$ cat src/rtl/dma_pkg.sv
// rtl/dma_pkg.sv - shared widths, state codes and command-word layout for the DMA descriptor path
package dma_pkg;

    localparam int ADDR_W = 32;
    localparam int XFER_W = 16;
    localparam int LEN_W  = 24;
    localparam int CMD_W  = XFER_W + ADDR_W;

    localparam logic [1:0] ST_IDLE  = 2'd0;
    localparam logic [1:0] ST_ISSUE = 2'd1;
    localparam logic [1:0] ST_DONE  = 2'd2;

    // Same bit order as the command FIFO word: {bytes, addr}
    typedef struct packed {
        logic [XFER_W-1:0] bytes;
        logic [ADDR_W-1:0] addr;
    } dma_cmd_t;

endpackage

$ cat src/rtl/dma_chunk_calc.sv
// rtl/dma_chunk_calc.sv - size of the next chunk and whether it finishes the descriptor
module dma_chunk_calc
    import dma_pkg::*;
#(
    parameter int MAX_CHUNK_BYTES = 4096
) (
    input  logic [LEN_W-1:0]  remaining,
    output logic [XFER_W-1:0] chunk,
    output logic              last
);

    localparam logic [LEN_W-1:0] MAX_LEN = LEN_W'(MAX_CHUNK_BYTES);

    // MAX_CHUNK_BYTES <= 32768, so either choice fits the 16-bit transfer field
    assign last  = (remaining <= MAX_LEN);
    assign chunk = last ? remaining[XFER_W-1:0] : MAX_LEN[XFER_W-1:0];

endmodule

$ cat src/rtl/dma_desc_processor.sv
// rtl/dma_desc_processor.sv - splits copy descriptors into paired read/write chunk commands
module dma_desc_processor
    import dma_pkg::*;
#(
    parameter int MAX_CHUNK_BYTES = 4096,
    parameter int CNT_W           = 16
) (
    input  logic              clk,
    input  logic              reset_n,
    input  logic              desc_valid_i,
    output logic              desc_ready_o,
    input  logic [ADDR_W-1:0] desc_src_addr_i,
    input  logic [ADDR_W-1:0] desc_dst_addr_i,
    input  logic [LEN_W-1:0]  desc_len_i,
    input  logic              desc_abort_i,
    output logic              dma_rd_fifo_command_req_o,
    output logic [XFER_W-1:0] dma_rd_bytes_to_transfer_o,
    output logic [ADDR_W-1:0] dma_rd_addr_o,
    input  logic              dma_rd_fifo_full_i,
    output logic              dma_wr_fifo_command_req_o,
    output logic [XFER_W-1:0] dma_wr_bytes_to_transfer_o,
    output logic [ADDR_W-1:0] dma_wr_addr_o,
    input  logic              dma_wr_fifo_full_i,
    output logic              busy_o,
    output logic              desc_done_o,
    output logic              desc_aborted_o,
    output logic [CNT_W-1:0]  desc_count_o
);

    logic [1:0]        state;
    logic [ADDR_W-1:0] src_q;
    logic [ADDR_W-1:0] dst_q;
    logic [LEN_W-1:0]  rem_q;
    logic              aborted_q;
    logic [CNT_W-1:0]  count_q;

    logic [XFER_W-1:0] chunk;
    logic              last;
    logic              fire;
    dma_cmd_t          rd_cmd;
    dma_cmd_t          wr_cmd;

    dma_chunk_calc #(
        .MAX_CHUNK_BYTES(MAX_CHUNK_BYTES)
    ) u_chunk_calc (
        .remaining(rem_q),
        .chunk    (chunk),
        .last     (last)
    );

    // Both FIFOs must have room so the read and write sides never diverge
    assign fire = (state == ST_ISSUE) && !desc_abort_i
               && !dma_rd_fifo_full_i && !dma_wr_fifo_full_i;

    always_comb begin
        rd_cmd = '0;
        wr_cmd = '0;
        if (fire) begin
            rd_cmd.bytes = chunk;
            rd_cmd.addr  = src_q;
            wr_cmd.bytes = chunk;
            wr_cmd.addr  = dst_q;
        end
    end

    assign dma_rd_fifo_command_req_o  = fire;
    assign dma_wr_fifo_command_req_o  = fire;
    assign dma_rd_bytes_to_transfer_o = rd_cmd.bytes;
    assign dma_rd_addr_o              = rd_cmd.addr;
    assign dma_wr_bytes_to_transfer_o = wr_cmd.bytes;
    assign dma_wr_addr_o              = wr_cmd.addr;

    assign desc_ready_o   = (state == ST_IDLE);
    assign busy_o         = (state == ST_ISSUE);
    assign desc_done_o    = (state == ST_DONE);
    assign desc_aborted_o = (state == ST_DONE) && aborted_q;
    assign desc_count_o   = count_q;

    always_ff @(posedge clk or negedge reset_n) begin
        if (!reset_n) begin
            state     <= ST_IDLE;
            src_q     <= '0;
            dst_q     <= '0;
            rem_q     <= '0;
            aborted_q <= 1'b0;
            count_q   <= '0;
        end else begin
            case (state)
                ST_IDLE: begin
                    if (desc_valid_i) begin
                        src_q     <= desc_src_addr_i;
                        dst_q     <= desc_dst_addr_i;
                        rem_q     <= desc_len_i;
                        aborted_q <= 1'b0;
                        if (desc_len_i == '0) begin
                            state   <= ST_DONE;
                            count_q <= count_q + CNT_W'(1);
                        end else begin
                            state <= ST_ISSUE;
                        end
                    end
                end
                ST_ISSUE: begin
                    if (desc_abort_i) begin
                        state     <= ST_DONE;
                        aborted_q <= 1'b1;
                    end else if (fire) begin
                        src_q <= src_q + ADDR_W'(chunk);
                        dst_q <= dst_q + ADDR_W'(chunk);
                        rem_q <= rem_q - LEN_W'(chunk);
                        if (last) begin
                            state   <= ST_DONE;
                            count_q <= count_q + CNT_W'(1);
                        end
                    end
                end
                ST_DONE: state <= ST_IDLE;
                default: state <= ST_IDLE;
            endcase
        end
    end

endmodule

$ cat config.mk
export PLATFORM = sky130hd
export DESIGN_NAME = dma_desc_processor
export DESIGN_NICKNAME = d
export VERILOG_FILES = /design/src/rtl/dma_pkg.sv /design/src/rtl/dma_chunk_calc.sv /design/src/rtl/dma_desc_processor.sv
export SDC_FILE = /design/constraint.sdc
export NUM_CORES = 1
export LEC_CHECK = 0
export CORE_MARGIN = 4
export CORE_UTILIZATION = 51
export DETAILED_ROUTE_END_ITERATION = 7
export GPL_ROUTABILITY_DRIVEN = 0
export PLACE_DENSITY = 0.82
export SLEW_MARGIN = 20
export SYNTH_ARGS = -nofsm -noshare
export SYNTH_HDL_FRONTEND = slang
export SYNTH_HIERARCHICAL = 1
export SYNTH_SLANG_ARGS = --single-unit
$ cat constraint.sdc
create_clock -name clk -period 5.6 [get_ports clk]
set_clock_uncertainty 0.1 [all_clocks]
set_input_delay 0.84 -clock clk [delete_from_list [all_inputs] [get_ports clk]]
set_output_delay 0.84 -clock clk [all_outputs]
set_load 0.05 [all_outputs]
==> flow_summary.toml <==
[run_status]
outcome = "complete, but fails checks"
violations = "slew limit"

[setup_path]
cp.arrival_ns = 4.71
cpLargestDelayFamily = "compound AO/OA/AOI/OAI gates"
reg2reg_depth = 14
required_ns = 5.73
cp_max_fo = 9
critPathLaunchType = "flip-flop"
slowest_delay_ns = 0.62
slowest_stage = "or4_1"
reg2reg_from = "rem_q[1]"
reg2reg_to = "rem_q[20]"
worstSetupEndpointType = "flip-flop"
reg2reg_slack_ns = 1.02
cp_num_buf_inv = 1
worstPathCellList = "or4_1 -> o31ai_4 -> and3_1 -> ha_1 -> inv_1 -> fa_1 -> a211oi_1 -> o21ai_0 -> a22oi_1 -> o31ai_1 -> o21a_1 -> or3b_2 -> nand3_1 -> o311ai_1"
crit_type = "flip-flop to flip-flop"
cp_num_cells = 14

[finish]
drive_above_1_share = 0.0447
final-seq-area_sq_mm = 0.00268
layout_commonest_cell = "clkdlybuf4s50_1"
antenna_cells = 0
num-fill-cells = 1473
final_nets = 1415
layout_common_cells = "clkdlybuf4s50_1, nand2_1, nor2_1, dfrtp_1, and3_1"
area_growth_pct = 27.2
multi_input_area_sq_mm = 0.00558

[grt]
grt_usage = 0.281
antenna_found_initial = 0
grt_pass1_vias = 8919
grt_pass1_wl_um = 45100
grt_overflow_total = 0
grt_start_max_net_pins = 95

[placed_design]
hpwl_um = 20100
pre_cts_slack_ns = 1.12
portBuffers = 205

[drt]
drt_iter0_drc = 699
ant_nets = 0
post-route-drc-count = 0
via_per_inst = 6.17
wl_per_cell_um = 18.6
firstDrtPassIters = 5
drt-total-wl_um = 27800
vias = 9213

[sta]
finalSetupViolCount = 0
fmax_ghz = 0.218
slew-limit-headroom = -0.181
finalCritPeriodShare = 0.818
tns_ns = 0
period_minus_slack_ns = 4.58
rsz0062_at_grt = "false"
setup_ws_ns = 1.02
slew_violations = 3
hold_viol = 0
tightest_slew_ns = 1.77
hold_slack_ns = 0.379

[logic_synthesis]
async_flop_share = 1.00
synth_edf_count = 0
ys.flop_type = "dfrtp_1"
synthCells = 1125
synth-seq-cells = 107
ys_warn_count = 6
yosysSeqAreaShare = 0.306
syn_area_per_cell_sq_um = 7.79
synth.distinct_cells = 76
syn_area_sq_mm = 0.00876

[floorplan]
fp.dieH_um = 139
die_x_um = 139
ios = 212
core_sq_mm = 0.0167
initial_core_util = 0.525
std_cell_rows = 47
dieArea_sq_mm = 0.0193

[clock_network]
cts_tree = "done"
root_buffer = "clkbuf_16"
cts-hold-fix-buffers = 0
clk_pin_slew_ns = 0.08
cts_post_setup_buffers_inserted = 0
cts_resized = 0
htreeDepth = 3
cts_buffers = 9
clockBufferDepth = 2
clk_latency_ns = 0.36
clock-sinks = 107

[worst_hold_path]
hold_depth = 1
hp-start = "desc_count_o[15]"
whs_endpoint = "desc_count_o[15]"
min_path_type = "flip-flop to flip-flop"

[power_and_ir_drop]
power_density_mw_per_mm2 = 402
p_total_mw = 4.48
p_leak_nw = 4.74
ir_drop_v = 0.000187

[run]
timing.max_cap.violations = 0
==> final cells by class <==
cell class | instances | area share
timing repair buffer | 215 | 0.191
clock buffer | 10 | 0.0214
multi-input combinational | 898 | 0.501
sequential | 107 | 0.240
inverter | 38 | 0.0129
clock inverter | 6 | 0.00842
tap | 220 | 0.0247
==> per-layer routing <==
metal,GRT usage,vias to the layer above,wire length [um]
met4,0.0901,0,777
met5,0,-,0
met1,0.372,4320,11600
li1,-,4379,-
met2,0.470,459,13300
met3,0.0517,55,2130
==> per-stage QoR <==
stage / cells / cell area, sq um / utilization
3_3_place_gp: 1478 / 10800 / 0.647
3_5_place_dp: 1478 / 10800 / 0.647
4_1_cts: 1494 / 11100 / 0.667
5_1_grt: 1494 / 11100 / 0.667
6_report: 1494 / 11100 / 0.667
2_1_floorplan: 1127 / 8770 / -
==> cells in the mapped netlist (8+ instances only) <==
| cell type | instances | area share |
|---|---|---|
| nand4_1 | 14 | 0.010 |
| nand3_1 | 35 | 0.020 |
| dfrtp_1 | 107 | 0.31 |
| a31oi_1 | 26 | 0.019 |
| buf_4 | 20 | 0.017 |
| a21o_1 | 14 | 0.012 |
| o211ai_1 | 10 | 0.0086 |
| buf_1 | 9 | 0.0039 |
| ha_1 | 49 | 0.070 |
| nor3_1 | 21 | 0.012 |
| xor2_1 | 20 | 0.020 |
| a21oi_1 | 86 | 0.049 |
| or3_1 | 9 | 0.0064 |
| nand2_1 | 134 | 0.057 |
| o22ai_1 | 14 | 0.010 |
| nor4_1 | 16 | 0.011 |
| o311ai_0 | 8 | 0.0080 |
| and3_1 | 90 | 0.064 |
| inv_1 | 37 | 0.016 |
| a211oi_1 | 9 | 0.0077 |
| or4_1 | 9 | 0.0077 |
| xnor2_1 | 23 | 0.023 |
| nor2_1 | 114 | 0.049 |
| clkbuf_1 | 53 | 0.023 |
| o21ai_0 | 66 | 0.038 |
==> flip-flops by register name, summed over array words and instances, names as in the netlist <==
| signal | count |
|---|---|
| rem_q | 24 |
| desc_count_o | 16 |
| aborted_q | 1 |
| src_q | 32 |
| dst_q | 32 |
| state | 2 |
==> worst max-delay path by stage <==
stage | startpoint | end | slack (ns)
global route | rem_q[1] | rem_q[20] | 0.68
global placement | rem_q[1] | rem_q[20] | 1.26
finish | rem_q[1] | rem_q[20] | 1.02
floorplan | rem_q[6] | rem_q[20] | 1.65
CTS | rem_q[1] | rem_q[20] | 1.09
detailed placement | rem_q[1] | rem_q[18] | 1.12
==> kinds of logic after synthesis <==
family	share of synthesized area
flops	0.306
mux	0.00714
other cells	0.000428
fa+ha+maj	0.0768
compound gates	0.237
xor+xnor	0.0430
buf+inv	0.0611
simple gates	0.269
==> where the power goes <==
| part | internal, mW | switching (mW) | leakage, nW |
|---|---|---|---|
| registers | 1.08 | 0.382 | 1.28 |
| logic | 0.912 | 1.38 | 3.30 |
| clock network | 0.410 | 0.315 | 0.160 |
Note: power is estimated with default switching activity, not from simulation.
